**config.mk**
```make
export PLATFORM = sky130hd
export DESIGN_NAME = breakout_game_ctrl
export DESIGN_NICKNAME = d
export VERILOG_FILES = /design/src/rtl/breakout_game_ctrl_pkg.sv /design/src/rtl/breakout_game_ctrl_bcd_score_counter.sv /design/src/rtl/breakout_game_ctrl.sv
export SDC_FILE = /design/constraint.sdc
export NUM_CORES = 1
export LEC_CHECK = 0
export ABC_AREA = 1
export CAP_MARGIN = 20
export CORE_ASPECT_RATIO = 1.75
export CORE_MARGIN = 2
export CORE_UTILIZATION = 49
export DETAILED_ROUTE_END_ITERATION = 8
export GPL_TIMING_DRIVEN = 0
export PLACE_DENSITY = 0.77
export SYNTH_ARGS = -nofsm -noshare
export SYNTH_HDL_FRONTEND = slang
export SYNTH_SLANG_ARGS = --single-unit
export TNS_END_PERCENT = 50
```
**constraint.sdc**
```tcl
create_clock -name clk -period 4.85 [get_ports clk]
set_clock_uncertainty 0.15 [all_clocks]
set_input_delay 0.7275 -clock clk [delete_from_list [all_inputs] [get_ports clk]]
set_output_delay 0.7275 -clock clk [all_outputs]
set_load 0.02 [all_outputs]
```
**src/rtl/breakout_game_ctrl_pkg.sv**
```systemverilog
// Shared definitions for the breakout game-flow sequencer: state codes,
// frame-timer default and a single-digit BCD adder helper.
package breakout_game_ctrl_pkg;

    typedef enum logic [2:0] {
        ST_IDLE  = 3'd0,
        ST_SERVE = 3'd1,
        ST_PLAY  = 3'd2,
        ST_LOST  = 3'd3,
        ST_CLEAR = 3'd4,
        ST_OVER  = 3'd5
    } game_st_e;

    // 2 s of frames at 60 Hz
    localparam int WAIT_FRAMES_60HZ = 120;

    localparam logic [15:0] SCORE_MAX_BCD = 16'h9999;

    // Adds two BCD digits plus carry; returns {carry_out, digit}.
    function automatic logic [4:0] bcd_digit_add(input logic [3:0] a,
                                                 input logic [3:0] b,
                                                 input logic       cin);
        logic [4:0] s;
        s = {1'b0, a} + {1'b0, b} + {4'b0000, cin};
        if (s > 5'd9) begin
            s = s + 5'd6;
        end
        return s;
    endfunction

endpackage

```
**src/rtl/breakout_game_ctrl_bcd_score_counter.sv**
```systemverilog
// Four-digit BCD score register: synchronous clear, increment by a 1..9
// digit, saturating at 9999 rather than wrapping.
module breakout_game_ctrl_bcd_score_counter
    import breakout_game_ctrl_pkg::*;
(
    input  logic        clk,
    input  logic        rstn,
    input  logic        clr,
    input  logic        inc,
    input  logic [3:0]  points,
    output logic [15:0] score_bcd
);

    logic [4:0]  d0, d1, d2, d3;
    logic [15:0] score_next;

    // Ripple the BCD add through the four digits; carry out of the top
    // digit means the sum passed 9999, so clamp.
    always_comb begin
        d0 = bcd_digit_add(score_bcd[3:0],   points,  1'b0);
        d1 = bcd_digit_add(score_bcd[7:4],   4'd0,    d0[4]);
        d2 = bcd_digit_add(score_bcd[11:8],  4'd0,    d1[4]);
        d3 = bcd_digit_add(score_bcd[15:12], 4'd0,    d2[4]);
        if (d3[4]) begin
            score_next = SCORE_MAX_BCD;
        end else begin
            score_next = {d3[3:0], d2[3:0], d1[3:0], d0[3:0]};
        end
    end

    // Score register: clear wins over increment.
    always_ff @(posedge clk or negedge rstn) begin
        if (!rstn) begin
            score_bcd <= 16'h0000;
        end else if (clr) begin
            score_bcd <= 16'h0000;
        end else if (inc) begin
            score_bcd <= score_next;
        end
    end

endmodule

```
**src/rtl/breakout_game_ctrl.sv**
```systemverilog
// Breakout game-flow sequencer: start-button synchroniser, frame timer,
// game FSM and lives/level bookkeeping; score lives in the BCD sub-module.
//
//  state    | meaning
//  ---------+------------------------------------------------------
//  ST_IDLE  | attract screen, waiting for start
//  ST_SERVE | ball parked on paddle, waiting for start
//  ST_PLAY  | ball in motion, scoring and misses counted
//  ST_LOST  | life lost, hold WAIT_FRAMES then re-serve
//  ST_CLEAR | level cleared, hold WAIT_FRAMES then load next level
//  ST_OVER  | no lives left, hold WAIT_FRAMES then back to idle
module breakout_game_ctrl
    import breakout_game_ctrl_pkg::*;
#(
    parameter int LIVES_INIT  = 3,
    parameter int LIVES_MAX   = 5,
    parameter int LEVEL_W     = 3,
    parameter int BRICK_W     = 6,
    parameter int WAIT_FRAMES = WAIT_FRAMES_60HZ,
    parameter int POINTS      = 1
) (
    input  logic               clk,
    input  logic               rstn,
    input  logic               frame_tick,
    input  logic               start,
    input  logic               brick_hit,
    input  logic               ball_miss,
    input  logic [BRICK_W-1:0] bricks_left,
    output logic               gra_still,
    output logic               ball_reset,
    output logic               load_level,
    output logic [LEVEL_W-1:0] level,
    output logic [2:0]         lives,
    output logic [15:0]        score_bcd,
    output logic [2:0]         game_state
);

    localparam int                 TMR_W        = $clog2(WAIT_FRAMES + 1);
    localparam logic [TMR_W-1:0]   TMR_LOAD     = TMR_W'(WAIT_FRAMES);
    localparam logic [2:0]         LIVES_INIT_V = 3'(LIVES_INIT);
    localparam logic [2:0]         LIVES_MAX_V  = 3'(LIVES_MAX);
    localparam logic [LEVEL_W-1:0] LEVEL_TOP    = '1;

    game_st_e         state;
    logic [TMR_W-1:0] tmr;
    logic             tmr_done;
    logic             start_s1, start_s2, start_s3;
    logic             start_evt;
    logic             score_clr;
    logic             score_inc;

    // Two-flop synchroniser for the asynchronous button, plus one more
    // flop for rising-edge detection.
    always_ff @(posedge clk or negedge rstn) begin
        if (!rstn) begin
            start_s1 <= 1'b0;
            start_s2 <= 1'b0;
            start_s3 <= 1'b0;
        end else begin
            start_s1 <= start;
            start_s2 <= start_s1;
            start_s3 <= start_s2;
        end
    end

    assign start_evt  = start_s2 & ~start_s3;
    assign tmr_done   = (tmr == '0);
    assign score_clr  = (state == ST_IDLE) && start_evt;
    assign score_inc  = (state == ST_PLAY) && brick_hit;
    assign game_state = state;

    // Game FSM with frame timer, lives/level registers and registered
    // freeze / reload outputs.
    always_ff @(posedge clk or negedge rstn) begin
        if (!rstn) begin
            state      <= ST_IDLE;
            gra_still  <= 1'b1;
            ball_reset <= 1'b0;
            load_level <= 1'b0;
            level      <= '0;
            lives      <= LIVES_INIT_V;
            tmr        <= '0;
        end else begin
            ball_reset <= 1'b0;
            load_level <= 1'b0;
            case (state)
                ST_IDLE: begin
                    gra_still <= 1'b1;
                    if (start_evt) begin
                        lives      <= LIVES_INIT_V;
                        level      <= '0;
                        load_level <= 1'b1;
                        ball_reset <= 1'b1;
                        state      <= ST_SERVE;
                    end
                end
                ST_SERVE: begin
                    if (start_evt) begin
                        gra_still <= 1'b0;
                        state     <= ST_PLAY;
                    end
                end
                ST_PLAY: begin
                    // An emptied brick field outranks a miss in the same cycle.
                    if (bricks_left == '0) begin
                        gra_still <= 1'b1;
                        tmr       <= TMR_LOAD;
                        level     <= (level == LEVEL_TOP) ? level : level + 1'b1;
                        lives     <= (lives >= LIVES_MAX_V) ? LIVES_MAX_V : lives + 3'd1;
                        state     <= ST_CLEAR;
                    end else if (ball_miss) begin
                        gra_still <= 1'b1;
                        tmr       <= TMR_LOAD;
                        lives     <= (lives == 3'd0) ? 3'd0 : lives - 3'd1;
                        state     <= (lives <= 3'd1) ? ST_OVER : ST_LOST;
                    end
                end
                ST_LOST: begin
                    if (tmr_done) begin
                        ball_reset <= 1'b1;
                        state      <= ST_SERVE;
                    end else if (frame_tick) begin
                        tmr <= tmr - 1'b1;
                    end
                end
                ST_CLEAR: begin
                    if (tmr_done) begin
                        load_level <= 1'b1;
                        ball_reset <= 1'b1;
                        state      <= ST_SERVE;
                    end else if (frame_tick) begin
                        tmr <= tmr - 1'b1;
                    end
                end
                ST_OVER: begin
                    if (tmr_done) begin
                        state <= ST_IDLE;
                    end else if (frame_tick) begin
                        tmr <= tmr - 1'b1;
                    end
                end
                default: begin
                    gra_still <= 1'b1;
                    state     <= ST_IDLE;
                end
            endcase
        end
    end

    breakout_game_ctrl_bcd_score_counter u_score (
        .clk       (clk),
        .rstn      (rstn),
        .clr       (score_clr),
        .inc       (score_inc),
        .points    (4'(POINTS)),
        .score_bcd (score_bcd)
    );

endmodule

```
Yosys cells after proc, flatten, opt, wreduce, memory -nomap -nowiden
Index checks and enable logic that the tools add are counted.
{"block": "classes", "bitwise_logic": 3, "add_sub_neg": 12, "n_eq_ne": 15, "n_lt_le_gt_ge": 6, "reduce_logical": 16, "muxes": 38}
{"cell": "$mux 16", "n": 3}
{"cell": "$mux 3", "n": 15}
{"cell": "$mux 7", "n": 4}
{"cell": "$add 5x3->5 const B", "n": 4}
{"cell": "$gt 5x4->1 const B", "n": 4}
{"cell": "$mux 5", "n": 4}
{"cell": "$add 4x1->5", "n": 3}
{"cell": "$pmux 3 s5", "n": 1}
{"cell": "$pmux 7 s2", "n": 1}
{"cell": "$pmux 3 s2", "n": 2}
{"cell": "$ne 2x2->1 const B", "n": 5}
{"cell": "$eq 3x3->1 const B", "n": 3}
{"cell": "$reduce_and 4->1", "n": 2}
{"cell": "$logic_not 7->1", "n": 1}
{"cell": "$sub 7x1->7 const B", "n": 1}
{"cell": "$add 3x1->3 const B", "n": 2}
{"cell": "$eq 3x2->1 const B", "n": 2}
{"cell": "$logic_not 3->1", "n": 2}
{"cell": "$logic_not 6->1", "n": 1}
{"cell": "$ne 2x1->1 const B", "n": 3}
{"cell": "$reduce_and 3->1", "n": 2}
{"cell": "$reduce_bool 2->1", "n": 3}
{"cell": "$add 4x1->5 const B", "n": 1}
{"cell": "$mux 1", "n": 5}
{"cell": "other kinds (13)", "n": 16}
{"block": "word_totals", "register_bits": 38, "inputBits": 12}

Depth between registers and ports, before layout
Gate-level depths: netlist of the first run.
{"block": "depth", "depth_word": 15, "ltp_mapped": 41}

Cells and area by module
A second synthesis of the first run with hierarchy kept.
{"block": "hier_totals", "hier_cells": 374, "hier_area_um2": 2767.7}
{"mod": "breakout_game_ctrl", "area_per_inst_um2": 1445.1, "seq_area_each_um2": 554.3, "cells_per_inst": 195, "instances": 1}
{"mod": "breakout_game_ctrl_bcd_score_counter", "area_per_inst_um2": 1322.5, "seq_area_each_um2": 400.4, "cells_per_inst": 179, "instances": 1}

Worst setup path before layout of the first run
Ideal clock, no wire load.
{"block": "synth_timing", "kind": "flip-flop to flip-flop", "startpoint": "register u_score.score_bcd[0]", "endpoint": "register u_score.score_bcd[13]", "path_buffers": 0, "path_stages_with_launch": 37, "setup_ns": 0.117, "arrival_ns": 4.810, "path_slack_ns": -0.226, "synth_period_minus_slack_ns": 5.076, "cell_sequence": "dfrtp_1 -> inv_1 -> ha_1 -> inv_1 -> ha_1 -> nand2_1 -> nand3_1 -> nand2_1 -> nand3_1 -> xor2_1 -> ha_1 -> xnor2_1 -> nand2_1 -> nand2_1 -> nand2_1 -> o21ai_0 -> inv_1 -> ha_1 -> xnor2_1 -> nand2_1 -> nand2_1 -> nand2_1 -> o21ai_0 -> inv_1 -> ha_1 -> ha_1 -> nand2_1 -> nand2_1 -> inv_1 -> ha_1 -> inv_1 -> or2_2 -> nand3_1 -> nand2_1 -> xor2_1 -> nand2_1 -> nand2_1"}
{"block": "synth_between", "elab_chain_cells": 15, "word_cells_on_any_way": 19, "cone_classes": "add/sub (8); order compare (4); mux (7)"}
{"item": "start: declaration", "line_no": "breakout_game_ctrl_bcd_score_counter.sv:11", "rtl": "output logic [15:0] score_bcd"}
{"item": "start signal: assignment", "line_no": "breakout_game_ctrl_bcd_score_counter.sv:38", "rtl": "score_bcd <= score_next;"}
{"item": "$add 4x1->5 *", "line_no": "breakout_game_ctrl_pkg.sv:24", "rtl": "s = {1'b0, a} + {1'b0, b} + {4'b0000, cin};"}
{"item": "$add 5x3->5 / $gt 5x4->1 (equally long branches)", "line_no": "breakout_game_ctrl_pkg.sv:26, breakout_game_ctrl_pkg.sv:25"}
{"item": "$mux 5 *", "line_no": "breakout_game_ctrl_pkg.sv:25", "rtl": "if (s > 5'd9) begin"}
{"item": "$add 4x1->5 *", "line_no": "breakout_game_ctrl_pkg.sv:24"}
{"item": "$add 5x3->5 / $gt 5x4->1 (equally long branches)", "line_no": "breakout_game_ctrl_pkg.sv:26, breakout_game_ctrl_pkg.sv:25"}
{"item": "$mux 5 *", "line_no": "breakout_game_ctrl_pkg.sv:25"}
{"item": "$add 4x1->5 *", "line_no": "breakout_game_ctrl_pkg.sv:24"}
{"item": "$add 5x3->5 / $gt 5x4->1 (equally long branches)", "line_no": "breakout_game_ctrl_pkg.sv:26, breakout_game_ctrl_pkg.sv:25"}
{"item": "$mux 5 *", "line_no": "breakout_game_ctrl_pkg.sv:25"}
{"item": "$add 4x1->5 *", "line_no": "breakout_game_ctrl_pkg.sv:24"}
{"item": "$add 5x3->5 / $gt 5x4->1 (equally long branches)", "line_no": "breakout_game_ctrl_pkg.sv:26, breakout_game_ctrl_pkg.sv:25"}
{"item": "$mux 5 *", "line_no": "breakout_game_ctrl_pkg.sv:25"}
{"item": "$mux 16 *", "line_no": "breakout_game_ctrl_bcd_score_counter.sv:24", "rtl": "if (d3[4]) begin"}
{"item": "$mux 16 *", "line_no": "breakout_game_ctrl_bcd_score_counter.sv:37", "rtl": "end else if (inc) begin"}
{"item": "$mux 16 *", "line_no": "breakout_game_ctrl_bcd_score_counter.sv:35", "rtl": "end else if (clr) begin"}
Mark *: on every way between the ends. The rest lies on a longest branch, timed or not. The select of a mux whose other input is x is not followed.
A chain may end at the register's enable or synchronous reset.

Final worst setup path of the first run
{"block": "layout_timing", "startpoint": "register u_score.score_bcd[0]", "endpoint": "register u_score.score_bcd[10]"}
{"block": "layout_between", "elab_chain_cells": 15, "word_cells_on_any_way": 19, "cone_classes": "add/sub (8); order compare (4); mux (7)"}
{"item": "$add 4x1->5 *", "line_no": "breakout_game_ctrl_pkg.sv:24"}
{"item": "$add 5x3->5 / $gt 5x4->1 (equally long branches)", "line_no": "breakout_game_ctrl_pkg.sv:26, breakout_game_ctrl_pkg.sv:25"}
{"item": "$mux 5 *", "line_no": "breakout_game_ctrl_pkg.sv:25"}
{"item": "$add 4x1->5 *", "line_no": "breakout_game_ctrl_pkg.sv:24"}
{"item": "$add 5x3->5 / $gt 5x4->1 (equally long branches)", "line_no": "breakout_game_ctrl_pkg.sv:26, breakout_game_ctrl_pkg.sv:25"}
{"item": "$mux 5 *", "line_no": "breakout_game_ctrl_pkg.sv:25"}
{"item": "$add 4x1->5 *", "line_no": "breakout_game_ctrl_pkg.sv:24"}
{"item": "$add 5x3->5 / $gt 5x4->1 (equally long branches)", "line_no": "breakout_game_ctrl_pkg.sv:26, breakout_game_ctrl_pkg.sv:25"}
{"item": "$mux 5 *", "line_no": "breakout_game_ctrl_pkg.sv:25"}
{"item": "$add 4x1->5", "line_no": "breakout_game_ctrl_pkg.sv:24"}
{"item": "$add 5x3->5 / $gt 5x4->1 (equally long branches)", "line_no": "breakout_game_ctrl_pkg.sv:26, breakout_game_ctrl_pkg.sv:25"}
{"item": "$mux 5", "line_no": "breakout_game_ctrl_pkg.sv:25"}
{"item": "$mux 16 *", "line_no": "breakout_game_ctrl_bcd_score_counter.sv:24"}
{"item": "$mux 16 *", "line_no": "breakout_game_ctrl_bcd_score_counter.sv:37"}
{"item": "$mux 16 *", "line_no": "breakout_game_ctrl_bcd_score_counter.sv:35"}
Marked as above.

==> results of run 1 <==
[worst paths after layout]
| check | from | to | slack [ns] | depth (start not counted) |
|---|---|---|---|---|
| min in group asynchronous | rstn | start_s3 | 0.40 | 1 |
| hold / removal | start_s1 | start_s2 | 0.21 | 0 |
| setup / recovery | u_score.score_bcd[0] | u_score.score_bcd[10] | -0.12 | 38 |
| hold reg to reg | start_s1 | start_s2 | 0.21 | 0 |
| setup reg to reg | u_score.score_bcd[0] | u_score.score_bcd[10] | -0.12 | 38 |
| max in group asynchronous | rstn | u_score.score_bcd[1] | 3.55 | 1 |
[synth_stat cells (2+ instances only)]
| cell type | count | area [um2] |
|---|---|---|
| a21oi_1 | 9 | 45.0 |
| a21oi_2 | 2 | 17.5 |
| dfrtp_1 | 35 | 876 |
| dfstp_2 | 3 | 78.8 |
| ha_1 | 19 | 238 |
| inv_1 | 39 | 146 |
| inv_2 | 4 | 15.0 |
| nand2_1 | 98 | 368 |
| nand2_2 | 2 | 12.5 |
| nand3_1 | 25 | 125 |
| nand4_1 | 2 | 12.5 |
| nor2_1 | 20 | 75.1 |
| nor2_2 | 3 | 18.8 |
| nor3_1 | 3 | 15.0 |
| o211ai_1 | 2 | 15.0 |
| o21ai_0 | 28 | 140 |
| o21ai_2 | 4 | 35.0 |
| o31ai_1 | 2 | 15.0 |
| xnor2_1 | 8 | 70.1 |
| xor2_1 | 9 | 78.8 |
[per-stage QoR]
step                      power (mW)  TNS [ns]  util, %
after detailed placement        1.48     -9.89     62.0
after global routing            2.20     -3.38     75.5
after floorplan                 1.20         0        -
after CTS                       1.93         0     71.1
final                           2.06    -0.465     75.5
after global placement          1.46     -8.20     62.1
[critical path, delay by kind of cell (launching register included)]
family | cells | cell delay (ns)
AOI/OAI and AO/OA | 5 | 0.55
xor gates and xnor gates | 3 | 0.55
adders and majority gates | 7 | 1.22
buffers and inverters | 5 | 0.33
DFF | 1 | 0.46
and+or+nand+nor | 18 | 1.61
[flip-flops by register name (all words and copies together) (netlist names), 3 cells and up]
signal             cells
game_state             3
level                  3
lives                  3
tmr                    7
u_score.score_bcd     16
[cell usage in the layout (no fill, tap or decap), drive strengths merged]
cell type | synthesis | layout
a21o | 1 | 1
a21oi | 12 | 12
a22oi | 1 | 1
a41oi | 1 | 1
buf | 2 | 26
bufinv | 0 | 2
clkbuf | 0 | 6
clkdlybuf4s50 | 0 | 38
clkinv | 0 | 1
dfrtp | 35 | 35
dfstp | 3 | 3
ha | 19 | 19
inv | 43 | 42
nand2 | 100 | 100
nand3 | 26 | 26
nand4 | 2 | 2
nor2 | 24 | 24
nor3 | 3 | 3
o2111ai | 1 | 1
o211ai | 3 | 3
o21ai | 33 | 33
o21bai | 1 | 1
o31ai | 2 | 2
or2 | 1 | 1
xnor2 | 8 | 8
xor2 | 9 | 9
[cell families (layout without fill, tap and decap cells)]
kind of cell             after synthesis  after routing
AO/OA/AOI/OAI                         55             55
XOR/XNOR                              17             17
adder cells (fa/ha/maj)               19             19
buffers and inverters                 45            115
flip-flops                            38             38
AND/OR/NAND/NOR                      156            156
[routing by layer]
layer,up-vias,global-route usage [%],share of wire [%]
li1,1197,-,-
met1,1198,23.0,35
met2,73,49.1,59
met3,19,3.28,3.6
met4,0,9.12,2.7
met5,-,0,0
[final cells by class]
type                    count  share of cell area (%)
clock inverters             2                    1.60
plain buffers               2                   0.500
clock buffers               6                    2.20
repair buffers             62                    15.3
well taps                  54                    1.80
multi-input cells         247                    48.3
inverters                  43                    4.76
flip-flops and latches     38                    25.5
[timing repair]
action,4_1_cts,5_1_grt
gates resized for setup,37,49
hold buffers,0,0
setup buffers,18,5
pin swaps,15,20
setup endpoints to repair,16,16
[power by group]
group	internal, mW	switching, mW	leakage, nW	total (mW)
Clock	0.220	0.122	0.0714	0.342
Sequential	0.421	0.116	0.488	0.537
Combinational	0.493	0.684	1.18	1.18
==> impl_metrics.json, run 1 <==
{
  "clockBufferDepth": 2,
  "synth_xor_xnor_area_share_pct": 5.91,
  "yosysWarnings": 0,
  "drcViolationCount": 0,
  "synth-main-ff-cell": "dfrtp_1",
  "synthSimpleGateAreaFrac_pct": 26.0,
  "design_area_um2": 3760,
  "drt-total-wl_um": 7210,
  "io_buffers": 39,
  "antenna_found_initial": 0,
  "cp-end-kind": "flip-flop",
  "initialDrtViolationCount": 109,
  "slew_viol_final": 0,
  "fillers": 330,
  "cts_tree": "built",
  "placed_cells": 423,
  "postSynthAreaPerCell_um2": 7.63,
  "hold_path.class": "flip-flop to flip-flop",
  "start_util_pct": 50.6,
  "coreArea_um2": 4980,
  "dr.pass1.iters": 5,
  "wl_per_cell_um": 15.9,
  "layout_setup_ws_ns": -0.121,
  "ys_ff_latch": 38,
  "drtAntennaViolNets": 0,
  "timing.final.crit_share_pct": 102,
  "syn_to_final_growth_pct": 49.2,
  "grt_pass1_vias": 2497,
  "synth_edf_count": 0,
  "status": "finished, violations left",
  "path_clk_slew_ns": 0.09,
  "numClockSinks": 38,
  "routed-via-count": 2487,
  "worstPathArrival_ns": 5.03,
  "required_ns": 4.91,
  "rsz0062_at_grt": "yes",
  "worst_slew_pin_slew_ns": 0.887,
  "cts_root_buffer": "clkbuf_8",
  "pin_count": 40,
  "grt_usage_pct": 24.2,
  "post-place-ws_ns": -0.754,
  "ys_types": 33,
  "setup_viol": 11,
  "clk-insertion-delay-late_ns": 0.30,
  "peakVddDrop_mv": 0.411,
  "syn_nets": 361,
  "synth-compound-area-share_pct": 13.6,
  "grt_pass1_wl_um": 10800,
  "cts_max_level": 2,
  "min_period_ns": 4.97,
  "die_h_um": 98.8,
  "max_freq_mhz": 201,
  "finalHoldViolCount": 0,
  "numCtsBuffers": 5,
  "synth_top_family_by_area": "simple AND/OR/NAND/NOR gates",
  "die_w_um": 58.2,
  "critPathKind": "flip-flop to flip-flop",
  "routed_via_density": 5.48,
  "syn_area_um2": 2520,
  "syn_inst": 330,
  "drive_gt1_share_pct": 31.8,
  "final_cells": 454,
  "setup.worst_path.start_class": "flip-flop",
  "dieArea_um2": 5750,
  "synthArstFlopShare_pct": 100,
  "violations": "setup timing",
  "grt_overflow_total": 0,
  "critPathMaxStageDelay_ns": 0.46,
  "seq_area_frac_synth_pct": 37.9,
  "hpwl_um": 4270,
  "cpMaxStageDelayCell": "dfrtp_2",
  "crit_top_cell": "nand2_2",
  "maxCapViolCount": 0,
  "cp_max_fo": 8,
  "yosys.area_share.adder_pct": 9.44,
  "leakagePower_nw": 1.74,
  "relSlewSlack_pct": 40.9,
  "antennaDiodeCount": 0,
  "multi_input_area_um2": 1820,
  "dpl-instance-area_um2": 3090,
  "final-seq-area_um2": 958,
  "powerDensity_nw_per_um2": 547,
  "whs_ns": 0.205,
  "rows": 34,
  "gp_congestion": 0.799,
  "layout.nets": 430,
  "synth.mux.area_fraction_pct": 0,
  "grt_max_degree": 39
}
Note: power is estimated with default switching activity, not from simulation.
==> inputs of run 2 (changes only) <==
CORE_UTILIZATION = 50   (was 49)
CTS_BUF_LIST = sky130_fd_sc_hd__clkbuf_8 sky130_fd_sc_hd__clkbuf_16   (was unset)
PLACE_DENSITY = 0.75   (was 0.77)
clock period = 5.8 ns   (was 4.85 ns; I/O delays follow)
==> run 2 against run 1 <==
The run now ends clean; cell area decreased by 13%; global-route usage decreased by 2.0 points; hold slack improved by 0.0045 ns; routed wire length decreased by 18%; sequential power decreased by 18%; register-to-register slack improved by 0.54 ns; maximum frequency decreased by 7.7%; sequential share of layout area increased by 3.6 points; non-clock buffer count decreased by 17; total power decreased by 26%; first-iteration DRC count increased by 10%; clock-buffer cell count unchanged; critical endpoint is now u_score.score_bcd[13]; critical path type unchanged.
==> impl_metrics.json, run 2 (synthesis gave the netlist of run 1 again) <==
{
  "die_w_um": 57.6,
  "cp-end-kind": "flip-flop",
  "grt_usage_pct": 22.2,
  "design_area_um2": 3280,
  "drive_gt1_share_pct": 17.0,
  "dr.pass1.iters": 4,
  "whs_path_depth": 0,
  "grt_pass1_vias": 2304,
  "dieArea_um2": 5640,
  "largest_register_ffs": 16,
  "setup_viol": 0,
  "powerDensity_nw_per_um2": 462,
  "placed_cells": 423,
  "dpl-instance-area_um2": 2970,
  "biggestRegsByFlops": "u_score.score_bcd (16), tmr (7)",
  "die_h_um": 97.9,
  "setup.worst_path.start": "u_score.score_bcd[0]",
  "timing.final.crit_share_pct": 92.8,
  "grt_max_degree": 39,
  "critPathKind": "flip-flop to flip-flop",
  "status": "finished clean",
  "crit_top_cell": "nand2_1",
  "clockBufferDepth": 2,
  "peakVddDrop_mv": 0.364,
  "cpMaxStageDelayCell": "dfrtp_1",
  "final-seq-area_um2": 956,
  "top_layer": "met4",
  "post-place-ws_ns": -0.0512,
  "min_period_ns": 5.38,
  "numCtsBuffers": 5,
  "rows": 34,
  "dr_wl_met2_um": 3500,
  "relSlewSlack_pct": 42.1,
  "finalHoldViolCount": 0,
  "routed_via_density": 5.35,
  "final_cells": 437,
  "antenna_found_initial": 0,
  "gp_congestion": 0.837,
  "clk-insertion-delay-late_ns": 0.29,
  "cts_max_level": 2,
  "hold_path.class": "flip-flop to flip-flop",
  "fillers": 423,
  "grt_overflow_total": 0,
  "maxCapViolCount": 0,
  "cp_max_fo": 4,
  "layout_setup_ws_ns": 0.417,
  "max_freq_mhz": 186,
  "worst_slew_pin_slew_ns": 0.869,
  "finalPower_mw": 1.52,
  "multi_input_area_um2": 1500,
  "worstPathArrival_ns": 5.42,
  "antennaDiodeCount": 0,
  "coreArea_um2": 4890,
  "worstHoldStart": "start_s1",
  "initialDrtViolationCount": 120,
  "routed-via-count": 2338,
  "wl_met3_um": 167,
  "wl_per_cell_um": 13.6,
  "leakagePower_nw": 1.59,
  "grt_pass1_wl_um": 9930,
  "layout.nets": 413,
  "drt-total-wl_um": 5940,
  "setup.worst_path.start_class": "flip-flop",
  "r2r_cells": 38,
  "drcViolationCount": 0,
  "hpwl_um": 4330,
  "pin_count": 40,
  "final_common_cell": "nand2_1",
  "layout_common_cells": "92 x nand2_1, 38 x inv_1, 38 x clkdlybuf4s50_1",
  "whs_ns": 0.210,
  "syn_to_final_growth_pct": 30.2,
  "start_util_pct": 51.5,
  "setup_tns_ns": 0,
  "critPathMaxStageDelay_ns": 0.42,
  "drt-met1-wl_um": 2110,
  "final_util_pct": 67.0,
  "largest-register": "u_score.score_bcd",
  "reg2reg_from": "u_score.score_bcd[0]",
  "numClockSinks": 38,
  "drtAntennaViolNets": 0,
  "slew_viol_final": 0,
  "cts_tree": "built",
  "cts_root_buffer": "clkbuf_8",
  "required_ns": 5.84,
  "path_clk_slew_ns": 0.08,
  "io_buffers": 39
}
-- run 2: cell types whose count changed in the layout (fill, tap and decap cells not counted), moves of 5 or more --
cell,change
nand2_1,+17
nand2_2,-10
inv_2,-6
o21ai_2,-5
buf_4,-15
o21ai_0,+8
ha_4,-8
nand2_4,-7
inv_1,+9
-- run 2: what timing repair did --
item | CTS | global route
setup buffers | 0 | 6
gates resized for setup | 1 | 30
hold buffers | 0 | 0
gates cloned | 0 | 0
endpoints found under the setup margin | 4 | 16
pin swaps | 0 | 7
hold endpoints to repair | 0 | 0
-- run 2: power by group --
| part | switching (mW) | leakage (nW) | internal, mW |
|---|---|---|---|
| clock | 0.0964 | 0.0714 | 0.183 |
| sequential | 0.0891 | 0.491 | 0.351 |
| combinational | 0.479 | 1.03 | 0.317 |
| total | 0.664 | 1.59 | 0.852 |
-- run 2: layout make-up --
| cell class | instances | share of cell area [%] |
|---|---|---|
| Multi-Input combinational cell | 247 | 45.8 |
| Sequential cell | 38 | 29.2 |
| Timing Repair Buffer | 45 | 13.1 |
| Inverter | 43 | 4.92 |
| Clock buffer | 6 | 2.52 |
| Tap cell | 54 | 2.06 |
| Clock inverter | 2 | 1.83 |
| Buffer | 2 | 0.573 |
-- run 2: routing by layer --
layer	vias to the layer above	GRT usage (%)
met1	1107	22.9
li1	1167	-
met2	48	43.4
met4	0	7.33
met5	-	0
met3	16	3.44
-- run 2: worst paths after layout --
path | to | slack (ns)
max | u_score.score_bcd[13] | 0.42
min | start_s2 | 0.21
max reg2reg | u_score.score_bcd[13] | 0.42
min reg2reg | start_s2 | 0.21
max in group asynchronous | u_score.score_bcd[1] | 4.37
min in group asynchronous | u_score.score_bcd[5] | 0.54
-- run 2: critical path: cells and delay by family (launching register included) --
family	cells	cell delay [ns]
AO/OA/AOI/OAI	2	0.18
XOR/XNOR	4	0.77
adder cells (fa/ha/maj)	7	1.45
buffers and inverters	7	0.55
flip-flops	1	0.42
AND/OR/NAND/NOR	18	1.75
==> inputs of run 3 (changes only) <==
ABC_AREA = 0   (was 1)
PLACE_DENSITY = 0.74   (was 0.75)
==> run 3 against run 2 <==
Clock-buffer cell count did not move; global-route usage rose by 0.54 points; sequential power fell by 6.4%; synthesized area rose by 14%; flip-flop and latch count did not move; via count rose by 17%; largest power group unchanged; synthesized cell count rose by 3.6%; maximum frequency fell by 1.4%; critical endpoint is now u_score.score_bcd[2]; critical path depth fell by 13; final cell count rose by 6.9%; register-to-register slack got worse by 0.08 ns.
==> impl_metrics.json, run 3 <==
{
  "antenna_found_initial": 0,
  "numCtsBuffers": 5,
  "drt-total-wl_um": 6950,
  "syn_inst": 342,
  "grt_pass1_vias": 2606,
  "clk-insertion-delay-late_ns": 0.29,
  "coreArea_um2": 5540,
  "grt_overflow_total": 0,
  "gp_congestion": 0.856,
  "peakVddDrop_mv": 0.297,
  "cts_root_buffer": "clkbuf_8",
  "path_clk_slew_ns": 0.08,
  "cts_tree": "built",
  "placed_cells": 457,
  "final-seq-area_um2": 957,
  "biggestRegsByFlops": "u_score.score_bcd (16), tmr (7)",
  "worst_slew_pin_slew_ns": 0.937,
  "yosys.area_share.adder_pct": 8.29,
  "layout_common_cells": "38 x clkdlybuf4s50_1, 37 x nand2_1, 33 x dfrtp_1",
  "status": "finished clean",
  "worstPathArrival_ns": 5.48,
  "die_w_um": 61.2,
  "syn_to_final_growth_pct": 25.3,
  "routed_via_density": 5.88,
  "wl_per_cell_um": 14.9,
  "postSynthAreaPerCell_um2": 8.38,
  "synth_top_family_by_area": "compound AO/OA/AOI/OAI gates",
  "dieArea_um2": 6380,
  "ys_ff_latch": 38,
  "numClockSinks": 38,
  "pin_count": 40,
  "hpwl_um": 5210,
  "drtAntennaViolNets": 0,
  "grt_pass1_wl_um": 11400,
  "finalHoldViolCount": 0,
  "drive_gt1_share_pct": 13.0,
  "max_freq_mhz": 183,
  "timing.final.crit_share_pct": 94.1,
  "die_h_um": 104,
  "antennaDiodeCount": 0,
  "final_common_cell": "clkdlybuf4s50_1",
  "routed-via-count": 2746,
  "synth_edf_count": 0,
  "hold_path.class": "flip-flop to flip-flop",
  "drcViolationCount": 0,
  "ys_types": 65,
  "grt_usage_pct": 22.8,
  "slew_viol_final": 0,
  "clockBufferDepth": 2,
  "synth.mux.area_fraction_pct": 1.09,
  "synth-main-ff-cell": "dfrtp_1",
  "fillers": 496,
  "synth_xor_xnor_area_share_pct": 3.36,
  "dr.pass1.iters": 4,
  "maxCapViolCount": 0,
  "synth_commonest_cells": "37 x nand2_1, 35 x dfrtp_1, 27 x a21oi_1",
  "relSlewSlack_pct": 36.9,
  "synth_most_common_cell": "nand2_1",
  "leakagePower_nw": 1.42,
  "yosysWarnings": 0,
  "whs_ns": 0.206,
  "synthArstFlopShare_pct": 100,
  "required_ns": 5.82,
  "synthSimpleGateAreaFrac_pct": 19.9,
  "cp_max_fo": 9,
  "critPathKind": "flip-flop to flip-flop",
  "final_cells": 467,
  "yosys.area.top_type_share_pct": 30.6,
  "syn_area_um2": 2870,
  "largest-register": "u_score.score_bcd",
  "min_period_ns": 5.46,
  "synth-compound-area-share_pct": 27.9,
  "largest_register_ffs": 16,
  "setup.worst_path.start_class": "flip-flop",
  "start_util_pct": 51.7,
  "io_buffers": 39,
  "rsz0062_at_grt": "no",
  "rows": 36,
  "cts_max_level": 2,
  "layout.nets": 421,
  "yosysTopAreaCell": "dfrtp_1",
  "powerDensity_nw_per_um2": 384,
  "cp-end-kind": "flip-flop",
  "initialDrtViolationCount": 130,
  "grt_max_degree": 39,
  "setup_viol": 0,
  "syn_nets": 373,
  "multi_input_area_um2": 1810,
  "seq_area_frac_synth_pct": 33.3,
  "yosys-top-cells-area": "dfrtp_1 31%, ha_1 8.3%, nand2_1 4.8%"
}
run 3: cell types whose count changed in the layout (fill, tap and decap cells not counted), sizes merged, moves of 5 or more:
cell    before  now
nand2      100   37
inv         43   23
a21oi       12   27
a31oi        0   12
nand3       26   15
a22o         0    8
clkbuf       6   14
nand2b       0    7
nor2        24   17
o21ai       33   26
xor2         9    4
run 3: path summary, 6_finish.rpt:
| path | start | to | slack (ns) | cells after the start |
|---|---|---|---|---|
| max reg2reg | u_score.score_bcd[0] | u_score.score_bcd[2] | 0.34 | 25 |
| max | u_score.score_bcd[0] | u_score.score_bcd[2] | 0.34 | 25 |
| max in group asynchronous | rstn | u_score.score_bcd[1] | 4.37 | 1 |
| min reg2reg | start_s1 | start_s2 | 0.21 | 0 |
| min | start_s1 | start_s2 | 0.21 | 0 |
| min in group asynchronous | rstn | start_s1 | 0.54 | 1 |
run 3: through the flow:
step           utilization (%)  setup WS (ns)  power, mW  setup TNS [ns]  area [um2]
5_1_grt                   64.8         0.0135       1.48               0        3590
3_3_place_gp              60.5         -0.908       1.06           -9.92        3350
4_1_cts                   63.9       0.000559       1.37               0        3540
2_1_floorplan                -         0.0473      0.869               0        2870
3_5_place_dp              60.4          -1.05       1.08          -12.20        3350
6_report                  64.8          0.341       1.38               0        3590
run 3: repair_timing:
| action | 4_1_cts | 5_1_grt |
|---|---|---|
| pin swaps | 3 | 2 |
| gates cloned | 0 | 0 |
| buffers inserted | 3 | 1 |
| hold buffers | 0 | 0 |
| endpoints found under the hold margin | 0 | 0 |
| setup endpoints to repair | 16 | 16 |
| gates resized for setup | 9 | 12 |
run 3: cell families after synthesis:
| group | Yosys count |
|---|---|
| muxes | 3 |
| adders and majority gates | 19 |
| xor gates and xnor gates | 11 |
| and+or+nand+nor | 111 |
| buffers and inverters | 41 |
| AOI/OAI and AO/OA | 119 |
| DFF | 38 |
run 3: layer usage:
metal  vias to the layer above  global-route usage [%]  routed length (um)  part of all wire, %
li1                       1354                       -                   -                    -
met1                      1331                    24.6                2660                   38
met2                        48                    41.6                3950                   57
met3                        13                    3.11                 175                  2.5
met4                         0                    9.01                 174                  2.5
met5                         -                       0                   0                    0
run 3: power breakdown:
group	internal (mW)	switching, mW	total, mW
Combinational	0.302	0.382	0.684
Sequential	0.335	0.0765	0.412
Clock	0.184	0.0994	0.283
Total	0.820	0.558	1.38
run 3: cell type report:
type                       count  area share [%]
sequential                    38            26.6
multi-input combinational    263            50.4
clock inverter                 2            1.67
inverter                      23            2.40
clock buffer                   6            2.30
timing repair buffer          43            11.7
tap                           76            2.65
buffer                        16            2.23
run 3: worst max-delay path, stage by stage (launching register included):
cell,delay (ns)
dfrtp_2,0.45
inv_1,0.12
ha_1,0.34
inv_1,0.12
ha_2,0.21
inv_1,0.09
a31oi_2,0.20
a32oi_2,0.09
o221a_2,0.32
ha_2,0.23
and2_1,0.21
nand2_1,0.14
o21ai_2,0.10
ha_2,0.24
o21ai_0,0.17
a22oi_1,0.10
o21ai_0,0.21
ha_2,0.23
ha_2,0.21
xor2_2,0.16
inv_1,0.09
ha_1,0.23
nor2b_2,0.18
or4_1,0.42
a31oi_2,0.21
o2bb2ai_1,0.11
